===== src/rtl/spi_master_ctrl_if.sv =====
// Host-side command/response bus of spi_master_ctrl: command, transfer
// parameters, stall back-pressure and the receive buffer.
interface spi_master_ctrl_if #(
    parameter int W_DATA = 32,
    parameter int N_CS   = 4,
    parameter int W_DIV  = 8
);
    localparam int W_SEL = (N_CS > 1) ? $clog2(N_CS) : 1;

    logic [1:0]        spi_ctrl;
    logic [W_DATA-1:0] wdata;
    logic [W_SEL-1:0]  cs_sel;
    logic [1:0]        mode;
    logic [W_DIV-1:0]  div;
    logic              stall;
    logic [W_DATA-1:0] rdata;
    logic              rx_valid;
    logic              cs_err;

    modport master (
        output spi_ctrl, wdata, cs_sel, mode, div,
        input  stall, rdata, rx_valid, cs_err
    );

    modport slave (
        input  spi_ctrl, wdata, cs_sel, mode, div,
        output stall, rdata, rx_valid, cs_err
    );
endinterface


===== src/rtl/spi_master_ctrl.sv =====
// Single-word SPI master: accepts a transfer command in IDLE, runs
// SETUP/SHIFT/HOLD with a programmable sclk half-period, buffers the received word.
module spi_master_ctrl #(
    parameter int W_DATA = 32,
    parameter int N_CS   = 4,
    parameter int W_DIV  = 8
) (
    input  logic             clk,
    input  logic             rst_n,
    spi_master_ctrl_if.slave bus,
    output logic             sclk,
    output logic             mosi,
    input  logic             miso,
    output logic [N_CS-1:0]  cs_n
);
    localparam int W_SEL = (N_CS > 1) ? $clog2(N_CS) : 1;
    localparam int W_HP  = $clog2(2 * W_DATA);
    localparam logic [W_HP-1:0]   HP_LAST  = W_HP'(2 * W_DATA - 1);
    localparam logic [W_SEL:0]    N_CS_LIM = (W_SEL + 1)'(N_CS);
    localparam logic [N_CS-1:0]   CS_ONE   = N_CS'(1);
    localparam logic [1:0]        SPI_NOP  = 2'd0;
    localparam logic [1:0]        CMD_MOSI = 2'd1;
    localparam logic [1:0]        CMD_MISO = 2'd2;

    typedef enum logic [1:0] {IDLE, SETUP, SHIFT, HOLD} state_t;

    state_t            state;
    logic [W_DIV-1:0]  div_q;
    logic [W_DIV-1:0]  div_cnt;
    logic [W_HP-1:0]   hp_cnt;
    logic              cpol_q;
    logic              cpha_q;
    logic [W_DATA-1:0] tx_sr;
    logic [W_DATA-1:0] rx_sr;
    logic [W_DATA-1:0] rdata_q;
    logic              rx_valid_q;
    logic              cs_err_q;

    logic half_done;
    logic sel_legal;

    // Compare before incrementing so neither counter ever wraps, even at div = all-ones.
    assign half_done = (div_cnt == div_q);
    assign sel_legal = ({1'b0, bus.cs_sel} < N_CS_LIM);

    assign bus.stall    = (bus.spi_ctrl != SPI_NOP) && (state != IDLE);
    assign bus.rdata    = rdata_q;
    assign bus.rx_valid = rx_valid_q;
    assign bus.cs_err   = cs_err_q;

    // NOTE: every register here uses <= so all of them see the pre-edge values of each other.
    always_ff @(posedge clk) begin
        if (!rst_n) begin
            // NOTE: reset is synchronous; the shift registers are cleared too so no stale bits survive an abort.
            state      <= IDLE;
            div_q      <= '0;
            div_cnt    <= '0;
            hp_cnt     <= '0;
            cpol_q     <= 1'b0;
            cpha_q     <= 1'b0;
            tx_sr      <= '0;
            rx_sr      <= '0;
            rdata_q    <= '0;
            rx_valid_q <= 1'b0;
            cs_err_q   <= 1'b0;
            sclk       <= 1'b0;
            mosi       <= 1'b0;
            cs_n       <= '1;
        end else begin
            cs_err_q <= 1'b0;
            case (state)
                IDLE: begin
                    sclk <= cpol_q;
                    mosi <= 1'b0;
                    cs_n <= '1;
                    if (bus.spi_ctrl == CMD_MISO) begin
                        rx_valid_q <= 1'b0;
                    end else if (bus.spi_ctrl == CMD_MOSI) begin
                        if (sel_legal) begin
                            tx_sr   <= bus.wdata;
                            cpol_q  <= bus.mode[1];
                            cpha_q  <= bus.mode[0];
                            div_q   <= bus.div;
                            div_cnt <= '0;
                            hp_cnt  <= '0;
                            sclk    <= bus.mode[1];
                            mosi    <= bus.wdata[W_DATA-1];
                            cs_n    <= ~(CS_ONE << bus.cs_sel);
                            state   <= SETUP;
                        end else begin
                            cs_err_q <= 1'b1;
                        end
                    end
                end

                SETUP: begin
                    if (half_done) begin
                        div_cnt <= '0;
                        sclk    <= ~cpol_q;
                        state   <= SHIFT;
                        // First leading edge: cpha=0 samples here; cpha=1 keeps the MSB already on mosi.
                        if (!cpha_q)
                            rx_sr <= {rx_sr[W_DATA-2:0], miso};
                    end else begin
                        div_cnt <= div_cnt + W_DIV'(1);
                    end
                end

                SHIFT: begin
                    if (half_done) begin
                        div_cnt <= '0;
                        if (hp_cnt == HP_LAST) begin
                            state <= HOLD;
                        end else begin
                            hp_cnt <= hp_cnt + W_HP'(1);
                            sclk   <= ~sclk;
                            // Even half-periods end on a trailing edge, odd ones on a leading edge.
                            if (hp_cnt[0] != cpha_q) begin
                                rx_sr <= {rx_sr[W_DATA-2:0], miso};
                            end else begin
                                tx_sr <= {tx_sr[W_DATA-2:0], 1'b0};
                                mosi  <= tx_sr[W_DATA-2];
                            end
                        end
                    end else begin
                        div_cnt <= div_cnt + W_DIV'(1);
                    end
                end

                HOLD: begin
                    sclk <= cpol_q;
                    if (half_done) begin
                        div_cnt    <= '0;
                        cs_n       <= '1;
                        mosi       <= 1'b0;
                        rdata_q    <= rx_sr;
                        rx_valid_q <= 1'b1;
                        state      <= IDLE;
                    end else begin
                        div_cnt <= div_cnt + W_DIV'(1);
                    end
                end

                default: state <= IDLE;
            endcase
        end
    end
endmodule


===== src/flat_wrapper.sv =====
// flat-port wrapper written by rule: the top's interface ports become plain ports
module spi_master_ctrl_flat 
#(
    parameter int W_DATA = 32,
    parameter int N_CS   = 4,
    parameter int W_DIV  = 8
)
  (clk, rst_n, sclk, mosi, miso, cs_n, bus_spi_ctrl, bus_wdata, bus_cs_sel, bus_mode, bus_div, bus_stall, bus_rdata, bus_rx_valid, bus_cs_err);
  spi_master_ctrl_if #(.W_DATA(W_DATA), .N_CS(N_CS), .W_DIV(W_DIV)) bus_i ();
  input  logic clk;
  input  logic rst_n;
  output logic sclk;
  output logic mosi;
  input  logic miso;
  output logic [N_CS-1:0] cs_n;
  input wire logic [$bits(bus_i.spi_ctrl)-1:0] bus_spi_ctrl;
  input wire logic [$bits(bus_i.wdata)-1:0] bus_wdata;
  input wire logic [$bits(bus_i.cs_sel)-1:0] bus_cs_sel;
  input wire logic [$bits(bus_i.mode)-1:0] bus_mode;
  input wire logic [$bits(bus_i.div)-1:0] bus_div;
  output wire logic [$bits(bus_i.stall)-1:0] bus_stall;
  output wire logic [$bits(bus_i.rdata)-1:0] bus_rdata;
  output wire logic [$bits(bus_i.rx_valid)-1:0] bus_rx_valid;
  output wire logic [$bits(bus_i.cs_err)-1:0] bus_cs_err;
  assign bus_i.spi_ctrl = bus_spi_ctrl;
  assign bus_i.wdata = bus_wdata;
  assign bus_i.cs_sel = bus_cs_sel;
  assign bus_i.mode = bus_mode;
  assign bus_i.div = bus_div;
  assign bus_stall = bus_i.stall;
  assign bus_rdata = bus_i.rdata;
  assign bus_rx_valid = bus_i.rx_valid;
  assign bus_cs_err = bus_i.cs_err;
  spi_master_ctrl #(.W_DATA(W_DATA), .N_CS(N_CS), .W_DIV(W_DIV)) u_core (.clk(clk), .rst_n(rst_n), .bus(bus_i), .sclk(sclk), .mosi(mosi), .miso(miso), .cs_n(cs_n));
endmodule

===== config.mk =====
export PLATFORM = sky130hd
export DESIGN_NAME = spi_master_ctrl_flat
export DESIGN_NICKNAME = d
export VERILOG_FILES = /design/src/rtl/spi_master_ctrl_if.sv /design/src/rtl/spi_master_ctrl.sv /design/src/flat_wrapper.sv
export SDC_FILE = /design/constraint.sdc
export NUM_CORES = 1
export LEC_CHECK = 0
export BUFFER_PORTS_ARGS = -buffer_cell sky130_fd_sc_hd__buf_2
export CORE_MARGIN = 2
export CORE_UTILIZATION = 45
export DETAILED_ROUTE_END_ITERATION = 10
export GPL_ROUTABILITY_DRIVEN = 0
export PLACE_DENSITY = 0.66
export SKIP_LAST_GASP = 1
export SYNTH_ARGS = -nofsm -noshare
export SYNTH_HDL_FRONTEND = slang
export SYNTH_SLANG_ARGS = --single-unit

===== constraint.sdc =====
create_clock -name clk -period 2.7 [get_ports clk]
set_clock_uncertainty 0.2 [all_clocks]
set_input_delay 0.54 -clock clk [delete_from_list [all_inputs] [get_ports clk]]
set_output_delay 0.54 -clock clk [all_outputs]
set_load 0.02 [all_outputs]

Word level (Yosys, flattened, before mapping)
Cells that the tools add are included.
{"block": "totals", "register_bits": 128, "inputBits": 49, "out_inout_bits": 41, "word_cells": 107}
{"block": "op_classes", "add_sub_neg": 2, "n_eq_ne": 19, "shifts": 1, "n_mux": 48, "n_bitwise": 4, "n_reduce_logical": 20}
{"operator": "two-way mux 32 bit", "n": 5}
{"operator": "two-way mux 31 bit", "n": 5}
{"operator": "one-hot mux 32 bit (2 select lines)", "n": 1}
{"operator": "one-hot mux 31 bit (2 select lines)", "n": 1}
{"operator": "two-way mux 6 bit", "n": 4}
{"operator": "two-way mux 8 bit", "n": 3}
{"operator": "AND reduction 6 bit", "n": 3}
{"operator": "one-hot mux 8 bit (2 select lines)", "n": 1}
{"operator": "!= test 2 x 1 -> 1 bit, second input constant", "n": 7}
{"operator": "two-way mux 1 bit", "n": 13}
{"operator": "two-way mux 2 bit", "n": 6}
{"operator": "two-way mux 4 bit", "n": 3}
{"operator": "one-hot mux 6 bit (2 select lines)", "n": 1}
{"operator": "AND reduction 5 bit", "n": 2}
{"operator": "nonzero test 2 bit", "n": 5}
{"operator": "AND reduction 3 bit", "n": 3}
{"operator": "adder 8 x 1 -> 8 bit, second input constant", "n": 1}
{"operator": "== test 8 bit", "n": 1}
{"operator": "!= test 2 bit, second input constant", "n": 4}
{"operator": "one-hot mux 2 bit (4 select lines)", "n": 1}
{"operator": "one-hot mux 4 bit (2 select lines)", "n": 1}
{"operator": "adder 6 x 1 -> 6 bit, second input constant", "n": 1}
{"operator": "== test 2 bit, second input constant", "n": 3}
{"operator": "== test 6 bit, second input constant", "n": 1}
{"operator": "13 further kinds", "n": 18}

Depth between registers and ports, before layout
{"block": "depth", "depth_word": 5, "mapped_depth": 10}

Worst setup path before layout
Ideal clock, no wire load.
{"block": "synth_path", "kind": "reg-to-reg", "from": "reg u_core.state[0]", "to": "reg u_core.rx_sr[10]", "setup_ns": 0.072, "arrival_time_ns": 1.777, "t_required_ns": 2.428, "slack_ns": 0.651, "path_stages_with_launch": 10, "n_path_buf": 2, "period_less_slack_ns": 2.049, "path_cell_list": "dfxtp_1 inv_1 ha_1 buf_2 inv_1 nor4b_1 o21ai_0 a21oi_2 buf_4 mux2i_1"}
{"block": "synth_via", "elab_chain_cells": 3, "word_cells_on_any_way": 10, "classes_between": "eq/ne (7); mux (1); reduce/logical (2)"}
{"item": "start, declared", "line": "spi_master_ctrl.sv:27", "source": "state_t state;"}
{"item": "start signal, assigned", "line": "spi_master_ctrl.sv:55", "source": "state <= IDLE;"}
{"item": "start signal, assigned", "line": "spi_master_ctrl.sv:89", "source": "state <= SETUP;"}
{"item": "start signal, assigned", "line": "spi_master_ctrl.sv:100", "source": "state <= SHIFT;"}
{"item": "== test 2 bit or == test 2 x 1 -> 1 bit (tied branches)", "line": "spi_master_ctrl.sv:71", "source": "case (state)"}
{"item": "!= test 2 x 1 -> 1 bit (no line), or another cell as far along"}
{"item": "AND reduction 6 bit (no line)"}
{"item": "end signal, assigned", "line": "spi_master_ctrl.sv:103", "source": "rx_sr <= {rx_sr[W_DATA-2:0], miso};"}
{"item": "end signal, assigned", "line": "spi_master_ctrl.sv:119", "source": "rx_sr <= {rx_sr[W_DATA-2:0], miso};"}
{"item": "end, declared", "line": "spi_master_ctrl.sv:34", "source": "logic [W_DATA-1:0] rx_sr;"}
Several ways; a longest one is shown, not always the timed one.
A chain may end at the register's enable or synchronous reset.

Worst setup path after layout
{"block": "layout_path", "from": "reg u_core.state[0]", "to": "reg u_core.tx_sr[27]"}
{"block": "layout_via", "elab_chain_cells": 3, "word_cells_on_any_way": 10, "classes_between": "eq/ne (6); mux (1); reduce/logical (3)"}
{"item": "== test 2 bit or logical NOT 2 bit (tied branches)", "line": "spi_master_ctrl.sv:71"}
{"item": "!= test 2 x 1 -> 1 bit (no line), or another cell as far along"}
{"item": "AND reduction 6 bit (no line)"}
{"item": "end signal, assigned", "line": "spi_master_ctrl.sv:80", "source": "tx_sr <= bus.wdata;"}
{"item": "end signal, assigned", "line": "spi_master_ctrl.sv:121", "source": "tx_sr <= {tx_sr[W_DATA-2:0], 1'b0};"}
{"item": "end, declared", "line": "spi_master_ctrl.sv:33", "source": "logic [W_DATA-1:0] tx_sr;"}
Several ways; a longest one is shown, not always the timed one.

==> flow_summary.json <==
{
  "setup_viol": 0,
  "detail_route.wl_per_cell_um": 15.0,
  "first_pass_iters": 4,
  "post-place-cells": 788,
  "numCtsBuffers": 17,
  "ys_seq_area_share_pct": 46.8,
  "io_pins": 90,
  "synth_cell_type_count": 51,
  "status": "finished, final reports clean",
  "path_max_fanout": 18,
  "synth_edf_count": 0,
  "maxCapViolations": 0,
  "grt_usage_pct": 20.0,
  "syn_area_um2": 5480,
  "dpl.hpwl_um": 8280,
  "grt_pass1_vias": 4403,
  "tns_ns": 0,
  "ant_nets": 0,
  "start_kind": "flop",
  "drive_above_1_share_pct": 21.1,
  "numPortBuffers": 88,
  "max_slew_margin_pct": 57.3,
  "cts_hold_buffers": 0,
  "irDropWorstVdd_mv": 0.425,
  "viasPerCell": 5.31,
  "worstSkewPairLatency_ns": 0.41,
  "fmax_mhz": 414,
  "vias": 4352,
  "finalHoldViolCount": 0,
  "initial_core_util_pct": 45.8,
  "post-route-period-util_pct": 89.5,
  "syn_nets": 638,
  "ctsResizeCount": 0,
  "fin_ws_ns": 0.285,
  "synth_cells": 581,
  "nNetsFinal": 717,
  "synthArstFlopShare_pct": 0,
  "slew_violations": 0,
  "synth_top_family_by_area": "multiplexers",
  "post_cts_buffers": 0,
  "avgSynthCellArea_um2": 9.43,
  "synthAdderAreaFrac_pct": 1.83,
  "h-tree-depth": 4,
  "drt-total-wl_um": 12300,
  "clkTransAtPathRegs_ns": 0.05,
  "yosys_most_used_dff": "dfxtp_1",
  "core_area_um2": 12000,
  "final_common_cell": "dfxtp_1",
  "period_needed_ns": 2.42,
  "rsz0062_at_grt": "no",
  "grt-ovfl-total": 0,
  "required_ns": 2.81,
  "powerDensity_nw_per_um2": 944,
  "drc_errors": 0,
  "grt_pass1_wl_um": 20700,
  "clock-sinks": 128,
  "die_area_um2": 13100,
  "yosys_warnings": 0,
  "worst_ep_arrival_time_ns": 2.53,
  "drt_iter0_markers": 215,
  "finalNonFillerCells": 820,
  "grt_max_degree": 48,
  "crit_path_end_kind": "flop",
  "synth-simple-area-share_pct": 13.5,
  "cts_tree": "built",
  "rows": 40,
  "ys_seq_elements": 128,
  "antenna_found_initial": 0,
  "n_antenna_cell": 0,
  "leakagePower_nw": 2.80,
  "power.total_mw": 6.30,
  "final_cell_mix": "dfxtp_1 (128), mux2i_1 (100), buf_2 (88), nand2_1 (78), nor2_1 (51)",
  "synth_xor_area_share_pct": 2.56,
  "hold_class": "primary input to flop",
  "criticalPathCategory": "flop to flop",
  "clock-root-buffer": "clkbuf_16",
  "synth_compound_area_share_pct": 12.5,
  "max_slew.worst_pin.slew_ns": 0.638,
  "area_delta_synth_final_pct": 21.7,
  "synth_mux_area_share_pct": 18.5,
  "die_w_um": 114,
  "dp_slack_ns": 0.337,
  "clockBufferDepth": 2,
  "die_h_um": 114
}
==> registers in the layout, summed over array words and instances (netlist names), 2 cells and up <==
name and count:
u_core.bus.rdata 32, u_core.rx_sr 32, u_core.div_q 8, u_core.tx_sr 31, u_core.state 2, u_core.hp_cnt 6
u_core.cs_n 4, u_core.div_cnt 8
==> per-layer routing <==
metal	track usage [%]	routed length [um]
met1	24.5	5650
met2	32.9	5850
met3	6.83	645
met4	6.67	149
met5	0	0
==> cells in the mapped netlist, types with 2 or more instances <==
library cell / number / share of area, %
dfxtp_1: 128 / 47
mux2i_1: 100 / 18
nand2_1: 78 / 5.3
nor2_1: 52 / 3.6
a21oi_1: 49 / 4.5
a211oi_1: 33 / 4.5
clkbuf_1: 24 / 1.6
xnor2_1: 15 / 2.4
buf_4: 9 / 1.2
buf_2: 8 / 0.73
ha_1: 8 / 1.8
inv_1: 8 / 0.55
nand4_1: 6 / 0.69
o21ai_0: 5 / 0.46
a31oi_1: 4 / 0.46
nor3_1: 4 / 0.37
nand3_1: 3 / 0.27
o22ai_1: 3 / 0.34
or3_1: 3 / 0.34
and2_1: 2 / 0.23
and4_1: 2 / 0.32
nand2b_1: 2 / 0.23
nand3b_1: 2 / 0.27
nor3b_1: 2 / 0.27
o21a_1: 2 / 0.27
o21ai_1: 2 / 0.18
o311ai_0: 2 / 0.32
or2_2: 2 / 0.23
==> critical path, stage by stage, from the launching register on <==
cell,delay (ns)
dfxtp_1,0.41
inv_1,0.11
ha_1,0.34
and3b_1,0.26
a21oi_1,0.27
nor2_2,0.10
and2_1,0.18
buf_4,0.20
a211oi_1,0.25
==> cell type report <==
| type | count | area (um2) |
|---|---|---|
| Inverter | 9 | 33.8 |
| Fill cell | 1076 | 5290 |
| Clock buffer | 20 | 457 |
| Timing Repair Buffer | 102 | 571 |
| Tap cell | 147 | 184 |
| Sequential cell | 128 | 2560 |
| Multi-Input combinational cell | 402 | 2700 |
| Clock inverter | 12 | 164 |
==> per-stage QoR <==
step	utilization (%)	hold slack (ns)	cell area [um2]
floorplan	-	0.234	5480
global placement	50.6	0.246	6050
detailed placement	50.6	0.254	6050
CTS	55.8	0.149	6670
global route	55.8	0.154	6670
finish	55.8	0.166	6670
==> worst paths after layout <==
kind                                        from          endpoint  slack, ns  depth (start not counted)
worst min register to register  u_core.rx_sr[31]  u_core.rx_sr[31]       0.27                          2
worst max-delay path             u_core.state[0]  u_core.tx_sr[27]       0.28                          8
worst min-delay path                  bus_div[5]   u_core.div_q[5]       0.17                          3
worst max register to register   u_core.state[0]  u_core.tx_sr[27]       0.28                          8
==> cell families (layout without fill, tap and decap cells) <==
logic type	after synthesis	count (layout)
AOI/OAI and AO/OA	109	109
and+or+nand+nor	167	167
muxes	101	101
adders and majority gates	8	8
buffers and inverters	51	143
DFF	128	128
other	1	1
xor gates and xnor gates	16	16
==> power by group <==
part / internal (mW) / switching, mW
clock: 1.58 / 0.799
sequential: 2.08 / 0.122
combinational: 0.705 / 1.01
total: 4.36 / 1.93
No activity file was read; power rests on OpenSTA's default activity.
